$ cat src/rtl/a_lock_sequencer.sv
// a_lock_sequencer: keypad session controller for the digital lock.
// Assembles four digits into a candidate code, starts the checker compare,
// samples its result after a fixed latency, then times the unlocked window,
// counts failed attempts and times the lockout period.
module a_lock_sequencer #(
   parameter int MAX_ERR        = 3,
   parameter int CHECK_LAT      = 2,
   parameter int UNLOCK_CYCLES  = 500,
   parameter int LOCKOUT_CYCLES = 1000,
   parameter int CNT_W          = 16
) (
   input  logic        clk,
   input  logic        reset,
   input  logic        digit_valid,
   input  logic [3:0]  digit,
   input  logic        clear,
   input  logic        relock,
   input  logic        enb_lock,
   output logic [15:0] pw_16bit,
   output logic        enough,
   output logic        chk_rst,
   output logic        unlocked,
   output logic        locked_out,
   output logic [2:0]  error_counter,
   output logic        busy
);

   typedef enum logic [2:0] {
      S_IDLE, S_ENTRY, S_CHECK, S_UNLOCKED, S_LOCKOUT
   } state_t;

   state_t             state, state_nxt;
   logic [2:0]         cnt, cnt_nxt;
   logic [CNT_W-1:0]   tmr, tmr_nxt;
   logic [15:0]        pw_nxt;
   logic [2:0]         err_nxt;
   logic               enough_nxt, chk_rst_nxt;
   logic [3:0]         err_inc;

   // Widened so the compare against MAX_ERR cannot overflow at MAX_ERR=7.
   assign err_inc = {1'b0, error_counter} + 4'd1;

   // State, datapath and registered outputs.
   always_ff @(posedge clk or negedge reset) begin
      if (!reset) begin
         state         <= S_IDLE;
         cnt           <= '0;
         tmr           <= '0;
         pw_16bit      <= '0;
         error_counter <= '0;
         enough        <= 1'b0;
         chk_rst       <= 1'b0;
         unlocked      <= 1'b0;
         locked_out    <= 1'b0;
         busy          <= 1'b0;
      end else begin
         state         <= state_nxt;
         cnt           <= cnt_nxt;
         tmr           <= tmr_nxt;
         pw_16bit      <= pw_nxt;
         error_counter <= err_nxt;
         enough        <= enough_nxt;
         chk_rst       <= chk_rst_nxt;
         unlocked      <= (state_nxt == S_UNLOCKED);
         locked_out    <= (state_nxt == S_LOCKOUT);
         busy          <= (state_nxt == S_CHECK) || (state_nxt == S_UNLOCKED) ||
                          (state_nxt == S_LOCKOUT);
      end
   end

   // Next-state and next-output decode; pulses default low every cycle.
   always_comb begin
      state_nxt   = state;
      cnt_nxt     = cnt;
      tmr_nxt     = tmr;
      pw_nxt      = pw_16bit;
      err_nxt     = error_counter;
      enough_nxt  = 1'b0;
      chk_rst_nxt = 1'b0;
      case (state)
         S_IDLE, S_ENTRY: begin
            // clear wins over a digit arriving in the same cycle
            if (clear) begin
               pw_nxt    = '0;
               cnt_nxt   = '0;
               state_nxt = S_IDLE;
            end else if (digit_valid) begin
               pw_nxt = {pw_16bit[11:0], digit};
               if (cnt == 3'd3) begin
                  cnt_nxt    = '0;
                  tmr_nxt    = '0;
                  enough_nxt = 1'b1;
                  state_nxt  = S_CHECK;
               end else begin
                  cnt_nxt   = cnt + 3'd1;
                  state_nxt = S_ENTRY;
               end
            end
         end
         S_CHECK: begin
            // tmr counts cycles since the enough cycle; the result is taken
            // on the cycle that is CHECK_LAT cycles after it
            if (tmr == CNT_W'(CHECK_LAT)) begin
               pw_nxt = '0;
               if (enb_lock) begin
                  err_nxt   = '0;
                  tmr_nxt   = CNT_W'(UNLOCK_CYCLES);
                  state_nxt = S_UNLOCKED;
               end else if (err_inc < 4'(MAX_ERR)) begin
                  err_nxt   = err_inc[2:0];
                  tmr_nxt   = '0;
                  state_nxt = S_IDLE;
               end else begin
                  err_nxt   = 3'(MAX_ERR);
                  tmr_nxt   = CNT_W'(LOCKOUT_CYCLES);
                  state_nxt = S_LOCKOUT;
               end
            end else begin
               tmr_nxt = tmr + 1'b1;
            end
         end
         S_UNLOCKED: begin
            if (tmr <= CNT_W'(1) || relock) begin
               tmr_nxt     = '0;
               chk_rst_nxt = 1'b1;
               state_nxt   = S_IDLE;
            end else begin
               tmr_nxt = tmr - 1'b1;
            end
         end
         S_LOCKOUT: begin
            // keypad, clear and relock are all ignored here
            if (tmr <= CNT_W'(1)) begin
               tmr_nxt     = '0;
               err_nxt     = '0;
               chk_rst_nxt = 1'b1;
               state_nxt   = S_IDLE;
            end else begin
               tmr_nxt = tmr - 1'b1;
            end
         end
         default: state_nxt = S_IDLE;
      endcase
   end

endmodule
$ cat config.mk
export PLATFORM = sky130hd
export DESIGN_NAME = a_lock_sequencer
export DESIGN_NICKNAME = d
export VERILOG_FILES = /design/src/rtl/a_lock_sequencer.sv
export SDC_FILE = /design/constraint.sdc
export NUM_CORES = 1
export LEC_CHECK = 0
export CAP_MARGIN = 10
export CORE_MARGIN = 10
export CORE_UTILIZATION = 41
export CTS_BUF_LIST = sky130_fd_sc_hd__clkbuf_8
export DETAILED_ROUTE_END_ITERATION = 7
export PLACE_DENSITY = 0.68
export SETUP_SLACK_MARGIN = 0.2
export SLEW_MARGIN = 20
export SYNTH_ARGS = -nofsm -noshare
export SYNTH_HDL_FRONTEND = slang
export SYNTH_SLANG_ARGS = --single-unit
$ cat constraint.sdc
create_clock -name clk -period 2.7 [get_ports clk]
set_clock_uncertainty 0.2 [all_clocks]
set_input_delay 0.405 -clock clk [delete_from_list [all_inputs] [get_ports clk]]
set_output_delay 0.405 -clock clk [all_outputs]
set_load 0.02 [all_outputs]
==> out/results.ini, run 1 <==
[logic_synthesis]
ys_ff_latch=46
synth_cell_types=54
synth_area_um2=2870
yosys.area.top_type_share_pct=40.1
yosysTopAreaCell=dfrtp_1
synth_ff_type=dfrtp_1
ys_top_cells_by_area=dfrtp_1 (40%), mux2i_1 (6.3%), nand2_1 (5.2%), inv_1 (3.5%), ha_1 (3.0%)
yosys_warnings=0
synth_edf_count=0
syn_avg_cell_area_um2=8.92
yosysSeqAreaShare_pct=40.1
synth_cells=322
syn_nets=339
async_flop_share_pct=100

[global_route]
grt_max_degree=28
grt_pass1_vias=2541
antenna_found_initial=0
grt_pass1_wl_um=12500
gr-total-overflow=0
grt_usage_pct=13.5

[status]
outcome=finished clean

[timing]
post-route-min-period_ns=2.47
finalSetupViolCount=0
rsz0062_at_grt=true
post-route-period-util_pct=91.5
timing.final.max_slew_violations=0
hold_violations=0
worstMarginPinSlew_ns=1.03
fmax_mhz=405
relSlewSlack_pct=31.1

[finish]
fin_cells=461
drive_gt1_share_pct=12.9
final_util_pct=52.2
insertedDiodeCount=0
area_growth_pct=23.5
final_nets=381

[routing]
routedWlPerCell_um=16.1
drc=0
via_per_inst=5.63
postRouteAntennaNets=0
drt_iter0_drc=176
dr.pass1.iters=5
via_count=2594
routed_wl_um=7410

[power]
power.leakage_nw=1.51
powerDensity_nw_per_um2=805
ir_drop_uv=318

[clocking]
cts_buffers=5
cts.sinks=46
cts_tree=built
cts_root_buf=clkbuf_8
clk_pin_slew_ns=0.09
clkLatencyLatePin_ns=0.31
cts_buffer_depth=2
clock_tree.htree_level_count=2

[floorplan]
die_area_um2=10800
die_w_um=104
core_um2=6790
ios=34
die_h_um=104
start_util_pct=42.3
rows=30

[worst_setup_path]
crit_arrival_ns=2.47
path_class=flop to flop
cp_max_fo=10
setup.worst_path.end_class=flop
cp.required_ns=2.70
startpoint_type=flop
worst_r2r_path_depth=5

[placement]
gp_congestion=0.934
dp_hpwl_um=5300
portBuffers=33
dpl.cell_count=449

[min_path]
hold-path-cell-count=2
min_path_type=flop to flop

[flow_run]
drv_cap=0

==> cells by family (layout without fill, tap and decap cells) <==
kind of cell / Yosys count / count (layout) / synth area share, %
and+or+nand+nor: 130 / 130 / 24.4
xor gates and xnor gates: 6 / 6 / 1.83
adders and majority gates: 7 / 7 / 3.05
buffers and inverters: 44 / 87 / 6.62
muxes: 22 / 22 / 8.10
AOI/OAI and AO/OA: 67 / 67 / 15.9
DFF: 46 / 46 / 40.1
==> registers in the layout, indices dropped and copies added (netlist names) <==
register       cells
busy               1
chk_rst            1
cnt                3
enough             1
error_counter      3
locked_out         1
pw_16bit          16
state              3
tmr               16
unlocked           1
==> cell usage in the layout (no fill, tap or decap), types with 6 or more instances in the layout <==
master            n
ha_1              6
o21ai_0          14
nand4_1           6
nor2_1           16
inv_1            28
o211ai_1          6
nor3_1           12
clkdlybuf4s50_1  32
nand3_1          10
dfrtp_1          45
a21oi_1          14
buf_4            18
mux2i_1          18
nand2_1          39
==> metrics by stage <==
step | setup TNS [ns] | hold slack (ns) | worst slack (ns) | instance area (um^2) | total power [mW]
6_report | 0 | 0.324 | 0.231 | 3550 | 2.86
5_1_grt | 0 | 0.339 | 0.196 | 3550 | 3.05
4_1_cts | 0 | 0.323 | 0.215 | 3490 | 2.76
3_5_place_dp | -0.00436 | 0.182 | -0.00436 | 3340 | 2.21
3_3_place_gp | -0.0767 | 0.180 | -0.0337 | 3340 | 2.19
2_1_floorplan | 0 | -0.0906 | 0.423 | 2870 | 1.84
==> cell usage after synthesis, drive strengths merged (3+ instances only) <==
cell / n
or3: 5
a211oi: 3
nand2b: 3
nand3: 10
mux2i: 18
nor2: 18
mux2: 4
o211ai: 6
o21ai: 14
a221oi: 3
xnor2: 3
nand3b: 3
a21oi: 15
xor2: 3
o22ai: 4
inv: 27
a21o: 3
and2: 4
nand4: 6
dfrtp: 46
ha: 7
a221o: 4
clkbuf: 5
nor4: 6
and4: 4
nor3: 17
nand2: 40
buf: 12
and3: 5
==> final cells by class <==
cell class,count,area [um^2]
fillers,623,3250
multi-input cells,232,1590
flip-flops and latches,46,1150
repair buffers,52,470
well taps,96,120
inverters,27,101
clock buffers,5,68.8
clock inverters,3,41.3
==> where the power goes <==
part / switching (mW) / total [mW] / internal (mW)
registers: 0.265 / 1.08 / 0.816
logic: 0.675 / 1.25 / 0.576
clock network: 0.250 / 0.523 / 0.273
==> layer usage <==
metal  GRT usage (%)  wire, um
met4            4.27        87
met1            18.2      3450
met3            3.47       484
met5               0         0
met2            20.7      3390
==> critical path: stages, from the launching register on <==
cell and delay (ns):
dfrtp_1 0.46, nor3_1 0.44, and4_1 0.40, a21o_1 0.40
o21ai_0 0.16, a211o_1 0.30
==> worst paths after layout <==
check	from	to	slack (ns)
worst max-delay path	tmr[14]	tmr[3]	0.23
worst min-delay path	pw_16bit[13]	pw_16bit[13]	0.32
worst max register to register	tmr[14]	tmr[3]	0.23
worst min register to register	pw_16bit[13]	pw_16bit[13]	0.32
max in group asynchronous	reset	tmr[6]	1.22
min in group asynchronous	reset	error_counter[0]	0.37
==> repair_timing <==
action                     in CTS  in global routing
pin swaps                       0                  2
buffers inserted                0                  3
setup endpoints to repair       7                 28
hold endpoints to repair       19                  0
resized for setup               6                  7
hold buffers                    1                  0
(Power assumes the default switching activity.)
==> run 2: changes to the inputs <==
--- a/config.mk
+++ b/config.mk
@@ -11,5 +11,6 @@
 export CTS_BUF_LIST = sky130_fd_sc_hd__clkbuf_8
 export DETAILED_ROUTE_END_ITERATION = 7
-export PLACE_DENSITY = 0.68
+export DONT_BUFFER_PORTS = 1
+export PLACE_DENSITY = 0.61
 export SETUP_SLACK_MARGIN = 0.2
 export SLEW_MARGIN = 20
==> constraint.sdc (replaced) <==
create_clock -name clk -period 2.7 [get_ports clk]
set_clock_uncertainty 0.2 [all_clocks]
set_input_delay 0.405 -clock clk [delete_from_list [all_inputs] [get_ports clk]]
set_output_delay 0.405 -clock clk [all_outputs]
set_load 0.05 [all_outputs]
==> run 2 against run 1 <==
  * Final cell count shrank 7.6%
  * Worst setup slack lost 0.021 ns
  * Maximum frequency shrank 0.86%
  * Wire length shrank 3.9%
  * Combinational power shrank 10%
  * Sequential share of layout area grew 3.8 points
  * Die area is the same
  * Non-clock buffer count shrank 35
  * Final area shrank 11%
  * Global-route usage shrank 0.85 points
  * Register-to-register slack lost 0.02 ns
  * Critical path type unchanged
  * Largest power group is now sequential cells
==> out/results.ini, run 2 (synthesized netlist as in run 1, its figures left out) <==
[worst_setup_path]
startpoint_type=flop
cp-endpoint=tmr[10]
worstSetupPathDepth=7  ; +2
cp_top_family=simple AND/OR/NAND/NOR gates
crit_chain=inv_1 > ha_1 > nor4b_2 > and4_4 > nor2_2 > a221o_1 > mux2_2
startpoint=tmr[0]
cp_max_fo=10  ; unchanged
crit_arrival_ns=2.48  ; about the same
path_class=flop to flop
worst_path_max_delay_cell=dfrtp_1
slowest_delay_ns=0.46  ; about the same
timing.reg2reg.setup_slack_ns=0.21  ; -0.02 ns
setup.worst_path.end_class=flop
cp.required_ns=2.69  ; about the same
crit_buf_inv=1  ; +1
worst_r2r_path_depth=7  ; +2
r2r-start=tmr[0]
r2r-end=tmr[10]

[clocking]
cts_buffers=5  ; unchanged
cts_buffer_depth=2  ; unchanged
cts.sinks=46  ; unchanged
clock_tree.htree_level_count=2  ; unchanged
clkLatencyLatePin_ns=0.30  ; about the same
clk_pin_slew_ns=0.09  ; about the same
cts_root_buf=clkbuf_8
cts_tree=built

[timing]
setup_tns_ns=0  ; unchanged
hold_violations=0  ; unchanged
finalSetupViolCount=0  ; unchanged
rsz0062_at_grt=false
fmax_mhz=401  ; -0.86%
post-route-min-period_ns=2.49  ; +0.0215 ns
timing.final.max_slew_violations=0  ; unchanged
relSlewSlack_pct=28.6  ; -2.5 points
post-route-period-util_pct=92.3  ; +0.80 points
worstMarginPinSlew_ns=1.07  ; +0.0340 ns

[floorplan]
ios=34  ; unchanged
die_h_um=104  ; unchanged
rows=30  ; unchanged
die_w_um=104  ; unchanged
start_util_pct=42.3  ; unchanged
core_um2=6790  ; unchanged
die_area_um2=10800  ; unchanged

[global_route]
grt_pass1_vias=2166  ; -15%
grt_pass1_wl_um=11700  ; -6.3%
antenna_found_initial=0  ; unchanged
gr-total-overflow=0  ; unchanged
grt_max_degree=47  ; +68%
grt_usage_pct=12.7  ; -0.85 points

[status]
outcome=finished clean

[routing]
drt_iter0_drc=257  ; +46%
postRouteAntennaNets=0  ; unchanged
routedWlPerCell_um=16.7  ; +4.0%
dr.pass1.iters=5  ; unchanged
routed_wl_um=7120  ; -3.9%
via_per_inst=5.65  ; +0.46%
drc=0  ; unchanged
via_count=2408  ; -7.2%

[power]
power.leakage_nw=1.37  ; -9.3%
ir_drop_uv=408  ; +28%
powerDensity_nw_per_um2=857  ; +6.4%

[min_path]
min_path_type=input pin to flop

[finish]
area_growth_pct=10.5
nFillCells=627  ; +0.64%
biggestRegsByFlops=pw_16bit: 16 flops, tmr: 16 flops
mostFrequentLayoutCells=dfrtp_1 (46), nand2_1 (39), inv_1 (27), mux2i_1 (18), nor2_1 (16)
final_nets=346  ; -9.2%
postLayoutCellArea_um2=3170  ; -11%
insertedDiodeCount=0  ; unchanged
drive_gt1_share_pct=12.1  ; -0.76 points
layout_commonest_cell=dfrtp_1

[placement]
gp_congestion=0.935  ; about the same
dp_hpwl_um=5080  ; -4.3%
dpl_cell_area_um2=3000  ; -10%
portBuffers=0  ; -100%

[flow_run]
drv_cap=0  ; unchanged

run 2: what timing repair did:
item                                    in CTS  in global routing
hold buffers                                 2                  0
endpoints found under the setup margin       3                 12
cloned                                       0                  0
pin swaps                                    0                  1
hold endpoints to repair                    46                  0
gates resized for setup                      1                  5
setup buffers                                0                  2
run 2: per-stage QoR:
step / worst slack, ns / utilization (%) / hold WS (ns) / total power, mW / instances
CTS: 0.202 / 46.2 / 0.00562 / 2.67 / 424
global placement: 0.279 / 44.2 / -0.0891 / 2.19 / 414
floorplan: 0.423 / - / -0.0906 / 1.91 / 322
global route: 0.175 / 46.7 / 0.00947 / 2.89 / 426
detailed placement: 0.197 / 44.2 / -0.0891 / 2.19 / 414
finish: 0.209 / 46.7 / 0.0119 / 2.72 / 426
run 2: worst min-delay path by stage:
stage | depth (start not counted) | end | slack (ns) | start
CTS | 1 | cnt[0] | 0.006 | clear
global route | 1 | cnt[0] | 0.009 | clear
finish | 1 | cnt[0] | 0.01 | clear
floorplan | 0 | busy | -0.09 | reset
detailed placement | 0 | cnt[0] | -0.09 | reset
global placement | 0 | cnt[0] | -0.09 | reset
run 2: per-layer routing:
layer,vias up,track usage [%],share of wire [%]
li1,1165,-,-
met1,1146,17.2,45
met2,87,20.2,47
met3,10,2.97,6.1
met4,0,2.29,0.97
met5,-,0,0
run 2: final cells by class:
| type | count | area (um^2) | area share (%) |
|---|---|---|---|
| clock inverter | 3 | 23.8 | 0.749 |
| inverter | 27 | 101 | 3.19 |
| multi-input combinational | 232 | 1560 | 49.1 |
| clock buffer | 5 | 68.8 | 2.17 |
| timing repair buffer | 17 | 150 | 4.73 |
| tap | 96 | 120 | 3.79 |
| sequential | 46 | 1150 | 36.3 |
run 2: report_power, final:
group / leakage, nW / internal, mW / switching, mW
Sequential: 0.619 / 0.813 / 0.343
Combinational: 0.714 / 0.475 / 0.645
Clock: 0.0408 / 0.186 / 0.256
Total: 1.37 / 1.47 / 1.24
